`src/rtl/uart_rx_fifo.sv`:
```
// UART receiver (5-9 data bits, optional even/odd parity, runtime baud divisor)
// feeding a first-word-fall-through receive FIFO whose entries carry error flags.
module uart_rx_fifo #(
   parameter int DATA_BITS  = 8,
   parameter int BAUD_W     = 13,
   parameter int FIFO_DEPTH = 8
) (
   input  logic                          clk,
   input  logic                          rst_n,
   input  logic                          RX,
   input  logic [BAUD_W-1:0]             baud_div,
   input  logic                          parity_en,
   input  logic                          parity_odd,
   input  logic                          rd_en,
   output logic [DATA_BITS-1:0]          rx_data,
   output logic                          rx_valid,
   output logic                          parity_err,
   output logic                          frame_err,
   output logic                          overrun,
   input  logic                          clr_overrun,
   output logic [$clog2(FIFO_DEPTH):0]   fifo_cnt
);
   localparam int PTR_W = $clog2(FIFO_DEPTH);
   localparam int CNT_W = PTR_W + 1;
   localparam int ENT_W = DATA_BITS + 2;
   localparam logic [BAUD_W-1:0] ONE      = BAUD_W'(1);
   localparam logic [3:0]        LAST_BIT = 4'(DATA_BITS - 1);
   localparam logic [CNT_W-1:0]  FULL_CNT = CNT_W'(FIFO_DEPTH);
   localparam logic [PTR_W-1:0]  PTR_ONE  = PTR_W'(1);

   typedef enum logic [2:0] {IDLE, START, DATA, PARITY, STOP, BRK_WAIT} state_t;

   logic                 rx_meta_q, rxs_q;
   state_t               state_q;
   logic [BAUD_W-1:0]    timer_q, div_q;
   logic                 par_en_q, par_odd_q, pe_q;
   logic [3:0]           bit_cnt_q;
   logic [DATA_BITS-1:0] shift_q;
   logic                 push_q;
   logic [ENT_W-1:0]     push_word_q;
   logic                 sample;

   always_ff @(posedge clk or negedge rst_n) begin
      if (!rst_n) begin
         rx_meta_q <= 1'b1;
         rxs_q     <= 1'b1;
      end else begin
         rx_meta_q <= RX;
         rxs_q     <= rx_meta_q;
      end
   end

   assign sample = (timer_q == '0);

   // Frame format and divisor are captured at start detection so that
   // register writes mid-frame only affect the following frame.
   always_ff @(posedge clk or negedge rst_n) begin
      if (!rst_n) begin
         state_q     <= IDLE;
         timer_q     <= '0;
         div_q       <= '0;
         par_en_q    <= 1'b0;
         par_odd_q   <= 1'b0;
         pe_q        <= 1'b0;
         bit_cnt_q   <= '0;
         shift_q     <= '0;
         push_q      <= 1'b0;
         push_word_q <= '0;
      end else begin
         push_q <= 1'b0;
         if (state_q != IDLE && state_q != BRK_WAIT)
            timer_q <= sample ? div_q - ONE : timer_q - ONE;
         case (state_q)
            IDLE: begin
               if (!rxs_q) begin
                  state_q   <= START;
                  timer_q   <= (baud_div >> 1) - ONE;
                  div_q     <= baud_div;
                  par_en_q  <= parity_en;
                  par_odd_q <= parity_odd;
                  pe_q      <= 1'b0;
               end
            end
            START: begin
               if (sample) begin
                  if (rxs_q) begin
                     state_q <= IDLE;
                  end else begin
                     state_q   <= DATA;
                     bit_cnt_q <= '0;
                  end
               end
            end
            DATA: begin
               if (sample) begin
                  shift_q   <= {rxs_q, shift_q[DATA_BITS-1:1]};
                  bit_cnt_q <= bit_cnt_q + 4'd1;
                  if (bit_cnt_q == LAST_BIT)
                     state_q <= par_en_q ? PARITY : STOP;
               end
            end
            PARITY: begin
               if (sample) begin
                  pe_q    <= ((^shift_q) ^ rxs_q) != par_odd_q;
                  state_q <= STOP;
               end
            end
            STOP: begin
               if (sample) begin
                  push_q      <= 1'b1;
                  push_word_q <= {~rxs_q, pe_q, shift_q};
                  state_q     <= rxs_q ? IDLE : BRK_WAIT;
               end
            end
            BRK_WAIT: begin
               // A line held low (break) must not be reread as back-to-back frames.
               if (rxs_q)
                  state_q <= IDLE;
            end
            default: state_q <= IDLE;
         endcase
      end
   end

   logic [ENT_W-1:0] mem_q [FIFO_DEPTH];
   logic [PTR_W-1:0] wr_ptr_q, rd_ptr_q;
   logic [CNT_W-1:0] cnt_q;
   logic             overrun_q;
   logic             pop, full, wr_en;
   logic [ENT_W-1:0] head;

   assign pop   = rd_en && (cnt_q != '0);
   assign full  = (cnt_q == FULL_CNT);
   // A pop in the same cycle frees the slot, so a full FIFO still accepts.
   assign wr_en = push_q && (!full || pop);

   always_ff @(posedge clk) begin
      if (wr_en)
         mem_q[wr_ptr_q] <= push_word_q;
   end

   always_ff @(posedge clk or negedge rst_n) begin
      if (!rst_n) begin
         wr_ptr_q  <= '0;
         rd_ptr_q  <= '0;
         cnt_q     <= '0;
         overrun_q <= 1'b0;
      end else begin
         if (wr_en)
            wr_ptr_q <= wr_ptr_q + PTR_ONE;
         if (pop)
            rd_ptr_q <= rd_ptr_q + PTR_ONE;
         if (wr_en && !pop)
            cnt_q <= cnt_q + CNT_W'(1);
         else if (pop && !wr_en)
            cnt_q <= cnt_q - CNT_W'(1);
         if (push_q && full && !pop)
            overrun_q <= 1'b1;
         else if (clr_overrun)
            overrun_q <= 1'b0;
      end
   end

   // Head fields are forced to zero while empty so stale RAM never shows.
   assign head       = mem_q[rd_ptr_q];
   assign rx_valid   = (cnt_q != '0);
   assign rx_data    = rx_valid ? head[DATA_BITS-1:0] : '0;
   assign parity_err = rx_valid & head[DATA_BITS];
   assign frame_err  = rx_valid & head[DATA_BITS+1];
   assign overrun    = overrun_q;
   assign fifo_cnt   = cnt_q;

endmodule

```
`config.mk`:
```
export PLATFORM = sky130hd
export DESIGN_NAME = uart_rx_fifo
export DESIGN_NICKNAME = d
export VERILOG_FILES = /design/src/rtl/uart_rx_fifo.sv
export SDC_FILE = /design/constraint.sdc
export NUM_CORES = 1
export LEC_CHECK = 0
export ABC_CLOCK_PERIOD_IN_PS = 7480
export CAP_MARGIN = 20
export CORE_MARGIN = 10
export CORE_UTILIZATION = 64
export CTS_CLUSTER_SIZE = 30
export DETAILED_ROUTE_END_ITERATION = 10
export PLACE_DENSITY = 0.84
export SLEW_MARGIN = 20
export SYNTH_ARGS = -nofsm -noshare
export SYNTH_HDL_FRONTEND = slang
export SYNTH_SLANG_ARGS = --single-unit
```
`constraint.sdc`:
```
create_clock -name clk -period 7.48 [get_ports clk]
set_input_delay 1.122 -clock clk [delete_from_list [all_inputs] [get_ports clk]]
set_output_delay 1.122 -clock clk [all_outputs]
set_load 0.01 [all_outputs]
```
==> results of run 1 <==
## power groups by stage
stage,clock [mW],combinational (mW),sequential (mW)
final,0.869,0.203,0.964
after global routing,0.909,0.229,0.970
after CTS,0.873,0.202,0.961
after detailed placement,0,0.201,0.976
after global placement,0,0.188,0.973
after floorplan,0,0.152,0.959
## registers in the layout, indices dropped and copies added, names as in the netlist, 3 cells and up
register,flops
mem_q,80
div_q,13
timer_q,13
push_word_q,10
shift_q,8
bit_cnt_q,4
fifo_cnt,4
rd_ptr_q,3
state_q,3
wr_ptr_q,3
## stage by stage
| step | instance area (sq um) | worst slack [ns] |
|---|---|---|
| 2_1_floorplan | 6810 | 4.59 |
| 3_5_place_dp | 7270 | 3.95 |
| 3_3_place_gp | 7270 | 4.02 |
| 5_1_grt | 7880 | 3.18 |
| 6_report | 7880 | 3.38 |
| 4_1_cts | 7870 | 3.32 |
## worst max path at each step
stage	from	end	slack, ns	cells past startpoint
after detailed placement	rd_ptr_q[0]$_DFFE_PN0N_	rx_data[2]	3.95	5
after floorplan	rd_en	fifo_cnt[3]$_DFFE_PN0P_	4.59	11
after CTS	rd_ptr_q[0]$_DFFE_PN0N_	rx_data[2]	3.32	5
after global routing	rd_ptr_q[0]$_DFFE_PN0N_	rx_data[2]	3.18	5
final	rd_ptr_q[0]$_DFFE_PN0N_	rx_data[2]	3.38	5
after global placement	rd_ptr_q[0]$_DFFE_PN0N_	rx_data[2]	4.02	5
## placed cells by master, fill, tap and decap left out, types with 4 or more instances in the layout
cell type        instances
edfxtp_1                80
dfrtp_1                 66
nand2_1                 65
nor2_1                  40
clkdlybuf4s50_1         34
a21oi_1                 24
xnor2_1                 22
mux4_2                  20
o21ai_0                 18
clkbuf_16               16
mux2_2                  14
xor2_1                  12
mux2i_1                 10
nor3_1                   9
inv_1                    9
ha_1                     8
nand3_1                  7
mux2_4                   6
or4_1                    5
o211ai_1                 5
nand2b_1                 5
nor4_1                   4
a31oi_1                  4
o22ai_1                  4
a22o_1                   4
bufinv_16                4
buf_4                    4
## final cells by class
class                   count  area [sq um]  share of cell area (%)
clock inverters            12           180                    2.29
flip-flops and latches    148          4110                    52.1
clock buffers              20           425                    5.40
inverters                   9          33.8                   0.429
multi-input cells         334          2580                    32.8
well taps                 136           170                    2.16
repair buffers             39           375                    4.77
## worst register-to-register path: stages (launching register included)
cell,delay (ns)
dfrtp_1,0.45
nor3_1,0.55
and4_1,0.82
a21oi_1,0.22
ha_1,0.27
and3_1,0.18
o311ai_0,0.22
nor2_1,0.14
xor2_1,0.19
o21ai_0,0.16
## layer usage
metal	wire (um)	global-route usage, %
met1	5740	24.0
met2	8220	38.2
met3	774	3.74
met4	562	10.8
met5	0	0
## logic make-up after synthesis
logic type	Yosys count
flops	148
xor+xnor	34
compound gates	78
mux	50
buf+inv	30
fa+ha+maj	9
simple gates	163
==> results_dict.tcl, run 1 <==
set metrics [dict create \
    intPower_mw 1.53 \
    dp_hpwl_mm 9.44 \
    grt_pass1_vias 4617 \
    synth-compound-area-share_pct 7.48 \
    synth_top_area_share_pct 35.3 \
    grt_max_degree 69 \
    instances_no_fill 698 \
    cpMaxStageDelayCell "dfrtp_1" \
    gp_congestion 0.950 \
    hold_buffers 0 \
    clock_skew_ns 0.00637 \
    fillers 608 \
    postCtsResizedCells 0 \
    path_max_fanout 12 \
    rr_startpoint "timer_q[10]$_DFF_PN0_" \
    ios 36 \
    post_cts_buffers 0 \
    path_cells "buf_4 -> mux4_2 -> mux2i_1 -> nor2_1 -> clkdlybuf4s50_1" \
    initial_utilization_pct 66.0 \
    die_x_um 123 \
    p_leak_nw 3.12 \
    slew_viol_final 0 \
    p_seq_share_pct 47.3 \
    final_antenna_net_count 0 \
    finalCoreUtilization_pct 76.3 \
    clk_latency_ns 0.52 \
    hold_start "rx_meta_q$_DFF_PN1_" \
    synth.avg_cell_area_sq_um 13.3 \
    synth_edf_count 80 \
    hold_depth 0 \
    switching_share_pct 24.7 \
    cp-start-kind "register" \
    crit_buf_inv 2 \
    r2r_slack_ns 4.20 \
    synthArstFlopShare_pct 45.9 \
    r2r-end "timer_q[12]$_DFF_PN0_" \
    ys_seq_elements 148 \
    dp_cells 666 \
    cts_root_buf "clkbuf_8" \
    area_growth_pct 15.7 \
    synth_common_cells "edfxtp_1 (80), dfrtp_1 (66), nand2_1 (65)" \
    synth_cell_types 61 \
    cts_tree "done" \
    drt_first_pass_iters 6 \
    holdWs_ns 0.356 \
    fmax_ghz 0.244 \
    worstPathArrival_ns 2.98 \
    seq_area_frac_synth_pct 60.3 \
    via_per_inst 6.28 \
    drtIter0Drc 399 \
    hold_end "rxs_q$_DFF_PN1_" \
    synth_fa_ha_area_share_pct 1.76 \
    syn_area_sq_mm 0.00681 \
    yosys.area.top_type "edfxtp_1" \
    hold_viol 0 \
    cts_buffer_depth 2 \
    netlist_instances 512 \
    cp.required_ns 6.36 \
    worst_pin_slew_ns 1.10 \
    core_sq_mm 0.0103 \
    place.port_buffers 35 \
    overflow 0 \
    row_count 37 \
    grt_usage_pct 21.4 \
    crit_family "buffers and inverters" \
    synthTopCellsByArea "edfxtp_1 (35%), dfrtp_1 (24%), mux4_2 (6.6%)" \
    grt_pass1_wl_mm 24.7 \
    finalCriticalPeriod_ns 4.10 \
    critical_path_class "reg -> out" \
    numCtsBuffers 17 \
    tns_ns 0 \
    outcome "complete, no violations" \
    synth_nets 541 \
    synthMuxAreaShare_pct 11.7 \
    p_total_mw 2.04 \
    antenna_found_initial 0 \
    ir_drop_uv 144 \
    synth_ff_type "edfxtp_1" \
    relSlewSlack_pct 26.5 \
    num_vias 4381 \
    yosysMostFrequentCell "edfxtp_1" \
    p_per_area_mw_per_mm2 258 \
    h-tree-depth 4 \
    post_drt_wl_per_cell_um 21.9 \
    synthXorXnorAreaFrac_pct 4.37 \
    nets 578 \
    synth_top_family_by_area "simple AND/OR/NAND/NOR gates" \
    yosysWarnings 0 \
    setup_viol 0 \
    die-height_um 123 \
    synth_simple_gate_area_share_pct 12.3 \
    p_comb_share_pct 10.0 \
    drt_wl_total_mm 15.3 \
    slowest_delay_ns 0.76 \
    worstHoldPathType "reg -> reg" \
    post-route-period-util_pct 54.8 \
    worstRegToRegCells 9 \
    clock-sinks 148 \
    design.die.area_sq_mm 0.0152 \
    antennaDiodeCount 0 \
    rsz0062_at_grt "no" \
    cts.clk_slew.worst_paths_ns 0.06 \
    route.detailed.drc 0 \
    drv_cap 0 \
    power.switching_mw 0.503 \
    worst_setup_path_end_kind "output pin" \
    p_clk_share_pct 42.7 \
    final_layout_size_suffix_gt1_share_pct 17.3 \
]
No activity file was read; power rests on OpenSTA's default activity.
==> run 2: changes to the inputs <==
Settings changed: ABC_CLOCK_PERIOD_IN_PS 7480 to 3910, CORE_UTILIZATION 64 to 60, PLACE_DENSITY 0.84 to 0.8.
Clock period 7.48 ns to 3.91 ns, I/O delays scaled along.
==> run 2 against run 1 <==
Compared with the run above: clock skew shrank 0.0010 ns; die area is 5.6% higher; utilization decreased by 3.5 points; routed wire length fell by 8.9%; first-iteration DRC count grew 4.0%; clock power increased by 110%; non-clock buffer count increased by 10; power up 97%; final area up 1.5%; worst hold slack worse by 0.24 ns.
==> results_dict.tcl, run 2 (synthesis results as in run 1) <==
set metrics [dict create \
    die_x_um 127 \
    worstRegToRegCells 12 \
    area_growth_pct 17.4 \
    cts_root_buf "clkbuf_16" \
    drt_first_pass_iters 6 \
    worstPathArrival_ns 2.63 \
    final_layout_size_suffix_gt1_share_pct 18.5 \
    setup_viol 0 \
    cp-start-kind "register" \
    final_antenna_net_count 0 \
    overflow 0 \
    rsz0062_at_grt "no" \
    regMostFlops "mem_q" \
    fmax_ghz 0.311 \
    cts.clk_slew.worst_paths_ns 0.06 \
    cp.required_ns 3.32 \
    cts_tree "done" \
    grt_max_degree 30 \
    drt_wl_total_mm 13.9 \
    hold_buffers 0 \
    hold_viol 0 \
    clock_skew_ns 0.00535 \
    r2r_slack_ns 1.14 \
    antennaDiodeCount 0 \
    slew_viol_final 0 \
    core_sq_mm 0.0110 \
    grt_usage_pct 18.1 \
    r2r-end "fifo_cnt[3]$_DFFE_PN0P_" \
    grt_pass1_wl_mm 23.2 \
    numCtsBuffers 17 \
    mostFrequentLayoutCells "edfxtp_1 (80), dfrtp_1 (66), nand2_1 (65), nor2_1 (41), clkdlybuf4s50_1 (34)" \
    antenna_found_initial 0 \
    relSlewSlack_pct 32.5 \
    p_per_area_mw_per_mm2 502 \
    die-height_um 127 \
    ir_drop_uv 561 \
    tns_ns 0 \
    post-route-period-util_pct 82.3 \
    initial_utilization_pct 62.0 \
    finalCoreUtilization_pct 72.8 \
    clk_latency_ns 0.42 \
    worstHoldPathType "in -> async" \
    finalCriticalPeriod_ns 3.22 \
    drv_cap 0 \
    post_drt_wl_per_cell_um 19.6 \
    grt_pass1_vias 4550 \
    rr_startpoint "fifo_cnt[0]$_DFFE_PN0P_" \
    clock-sinks 148 \
    nets 588 \
    design.die.area_sq_mm 0.0160 \
    via_per_inst 6.09 \
    dp_hpwl_mm 8.77 \
    dpl-instance-area_sq_mm 0.00734 \
    place.port_buffers 35 \
    worst_pin_slew_ns 1.01 \
    reg_top3 "mem_q x80, div_q x13, timer_q x13" \
    route.detailed.drc 0 \
    final_common_cell "edfxtp_1" \
    worst_setup_path_end_kind "output pin" \
    outcome "complete, no violations" \
    cts_buffer_depth 2 \
    ios 36 \
    postCtsResizedCells 0 \
    critical_path_class "reg -> out" \
    path_max_fanout 22 \
    p_leak_nw 3.16 \
    largest_reg_flops 80 \
    fin_area_sq_mm 0.00799 \
    drtIter0Drc 415 \
    post_cts_buffers 0 \
    h-tree-depth 4 \
    row_count 38 \
    num_vias 4339 \
    gp_congestion 0.943 \
]
## run 2: cell count changes in the layout (fill, tap and decap cells not counted), moves of 2 or more
cell        delta
buf_4         +10
clkbuf_1       -2
clkinv_4       +2
clkinvlp_4     -2
inv_6          +2
nor3_1         +2
nor3_2         -2
## run 2: final cells by class
type	count	area, sq um
Sequential cell	148	4110
Fill cell	740	2990
Multi-Input combinational cell	334	2570
Timing Repair Buffer	49	450
Clock buffer	18	429
Clock inverter	14	225
Tap cell	140	175
Inverter	9	33.8
## run 2: where the power goes
part | internal (mW) | switching (mW)
clock | 1.14 | 0.647
sequential | 1.72 | 0.126
combinational | 0.179 | 0.203
total | 3.04 | 0.976
## run 2: metrics by stage
stage               hold WS [ns]  cells  total power, mW  setup slack (ns)
floorplan                  0.291    512             2.13              1.53
global placement           0.356    680             2.22              1.09
detailed placement         0.352    680             2.24              1.01
CTS                        0.127    712             4.03             0.646
global route               0.144    712             4.16             0.542
finish                     0.115    712             4.01             0.693
## run 2: worst max-delay path by stage
stage                                 start                      end  slack [ns]  cells after the start
floorplan              timer_q[6]$_DFF_PN0_    timer_q[12]$_DFF_PN0_        1.53                     10
global placement                      rd_en  fifo_cnt[3]$_DFFE_PN0P_        1.09                     11
detailed placement                    rd_en  fifo_cnt[3]$_DFFE_PN0P_        1.01                     11
CTS                 rd_ptr_q[1]$_DFFE_PN0N_               rx_data[1]        0.65                      4
global route        rd_ptr_q[1]$_DFFE_PN0N_               rx_data[1]        0.54                      4
finish              rd_ptr_q[1]$_DFFE_PN0N_               rx_data[1]        0.69                      4
## run 2: routing by layer
layer,GRT usage (%),up-vias,part of all wire [%]
li1,-,2013,-
met1,21.3,2150,41
met2,31.1,151,52
met3,4.62,25,5.3
met4,7.37,0,2.0
met5,0,-,0
## run 2: worst max-delay path, stage by stage (launching register included)
cell and delay, ns:
dfrtp_1 1.01, mux4_2 0.43, mux2i_1 0.20, nor2_1 0.08
clkdlybuf4s50_1 0.48
==> run 3: changes to the inputs <==
Settings changed: ABC_CLOCK_PERIOD_IN_PS 3910 to 3200.
Clock period 3.91 ns to 3.2 ns, I/O delays scaled along.
==> run 3 against run 2 <==
Compared with the run above: global-route usage down 0.45 points; flip-flop and latch count unchanged; final cell count up 0.28%; utilization down 0.90 points; non-clock buffer count up 2; highest routed layer unchanged; register-to-register slack worse by 0.54 ns; power up 13%; first-iteration DRC count down 7.0%; sequential share of layout area up 0.64 points.
==> results_dict.tcl, run 3 (synthesis results as in run 1) <==
set metrics [dict create \
    worstHoldPathType "in -> async" \
    final_antenna_net_count 0 \
    ios 36 \
    critical_path_class "reg -> out" \
    postCtsResizedCells 0 \
    path_cells "buf_4 -> mux4_2 -> mux2i_1 -> nor2_1 -> clkdlybuf4s50_1" \
    setup_viol 0 \
    overflow 0 \
    final_layout_size_suffix_gt1_share_pct 18.5 \
    ir_drop_uv 420 \
    layout_setup_ws_ns 0.299 \
    p_per_area_mw_per_mm2 572 \
    drtIter0Drc 386 \
    antenna_found_initial 0 \
    design.die.area_sq_mm 0.0160 \
    rsz0062_at_grt "no" \
    multiInputGateArea_sq_mm 0.00257 \
    seq_area_sq_mm 0.00411 \
    post-route-period-util_pct 90.7 \
    grt_pass1_wl_mm 22.7 \
    cts_buffer_depth 2 \
    crit_buf_inv 2 \
    cts_tree "done" \
    via_per_inst 6.06 \
    drt_first_pass_iters 5 \
    route.detailed.drc 0 \
    reg_top3 "mem_q x80, div_q x13, timer_q x13" \
    mostFrequentLayoutCells "edfxtp_1 (80), dfrtp_1 (66), nand2_1 (65), nor2_1 (41), clkdlybuf4s50_1 (34)" \
    dp_slack_ns 0.361 \
    cts.clk_slew.worst_paths_ns 0.06 \
    cpMaxStageDelayCell "mux4_2" \
    post_cts_buffers 0 \
    dpl-instance-area_sq_mm 0.00735 \
    crit_family "buffers and inverters" \
    holdWs_ns 0.0223 \
    hold_viol 0 \
    clock_skew_ns 0.00938 \
    cp.required_ns 2.72 \
    worstPathArrival_ns 2.42 \
    row_count 38 \
    numCtsBuffers 17 \
    nets 590 \
    grt_usage_pct 17.7 \
    fmax_ghz 0.345 \
    relSlewSlack_pct 53.3 \
    slew_viol_final 0 \
    worst_setup_path_end_kind "output pin" \
    drv_cap 0 \
    antennaDiodeCount 0 \
    tns_ns 0 \
    h-tree-depth 4 \
    outcome "complete, no violations" \
    core_sq_mm 0.0110 \
    largest_reg_flops 80 \
    fin_area_sq_mm 0.00789 \
    dp_hpwl_mm 9.03 \
    p_leak_nw 3.10 \
    fillers 724 \
    die-height_um 127 \
    cp-start-kind "register" \
    regMostFlops "mem_q" \
    drt_wl_total_mm 13.5 \
    num_vias 4325 \
    cts_root_buf "clkbuf_16" \
    path_max_fanout 22 \
    finalCriticalPeriod_ns 2.90 \
    clock-sinks 148 \
    worst_pin_slew_ns 0.700 \
    grt_pass1_vias 4526 \
    grt_max_degree 28 \
    place.port_buffers 35 \
    initial_utilization_pct 62.0 \
    slowest_delay_ns 0.56 \
    post_drt_wl_per_cell_um 19.0 \
    final_common_cell "edfxtp_1" \
    p_total_mw 4.51 \
    area_growth_pct 15.9 \
    clk_latency_ns 0.42 \
    die_x_um 127 \
    gp_congestion 0.975 \
    hold_buffers 0 \
]
run 3: through the flow:
| stage | utilization, % | instances |
|---|---|---|
| 3_3_place_gp | 67.0 | 682 |
| 6_report | 71.9 | 714 |
| 4_1_cts | 71.9 | 714 |
| 3_5_place_dp | 67.0 | 682 |
| 2_1_floorplan | - | 512 |
| 5_1_grt | 71.9 | 714 |
run 3: cell type report:
type	count	share of cell area (%)
clock buffer	22	5.88
clock inverter	10	0.967
inverter	9	0.428
multi-input combinational	334	32.6
sequential	148	52.0
tap	140	2.22
timing repair buffer	51	5.90
run 3: path summary, 6_finish.rpt:
| check | from | end | cells after the start | slack, ns |
|---|---|---|---|---|
| min in group clk | rx_meta_q$_DFF_PN1_ | rxs_q$_DFF_PN1_ | 0 | 0.36 |
| max in group asynchronous | rst_n | push_word_q[5]$_DFFE_PN0P_ | 2 | 2.45 |
| hold reg to reg | rx_meta_q$_DFF_PN1_ | rxs_q$_DFF_PN1_ | 0 | 0.36 |
| setup reg to reg | timer_q[10]$_DFF_PN0_ | timer_q[12]$_DFF_PN0_ | 9 | 0.60 |
| hold / removal | rst_n | fifo_cnt[0]$_DFFE_PN0P_ | 1 | 0.02 |
| setup / recovery | rd_ptr_q[0]$_DFFE_PN0N_ | rx_data[0] | 5 | 0.30 |
run 3: routing by layer:
metal,up-vias,track usage [%],wire length [um]
met4,0,7.17,216
met3,20,4.66,681
met2,138,30.2,7010
met1,2152,20.8,5640
li1,2015,-,-
met5,-,0,0
run 3: power breakdown:
part           internal, mW  switching [mW]  total, mW
Clock                  1.04           0.742       1.78
Sequential             2.10           0.161       2.26
Combinational         0.220           0.258      0.477
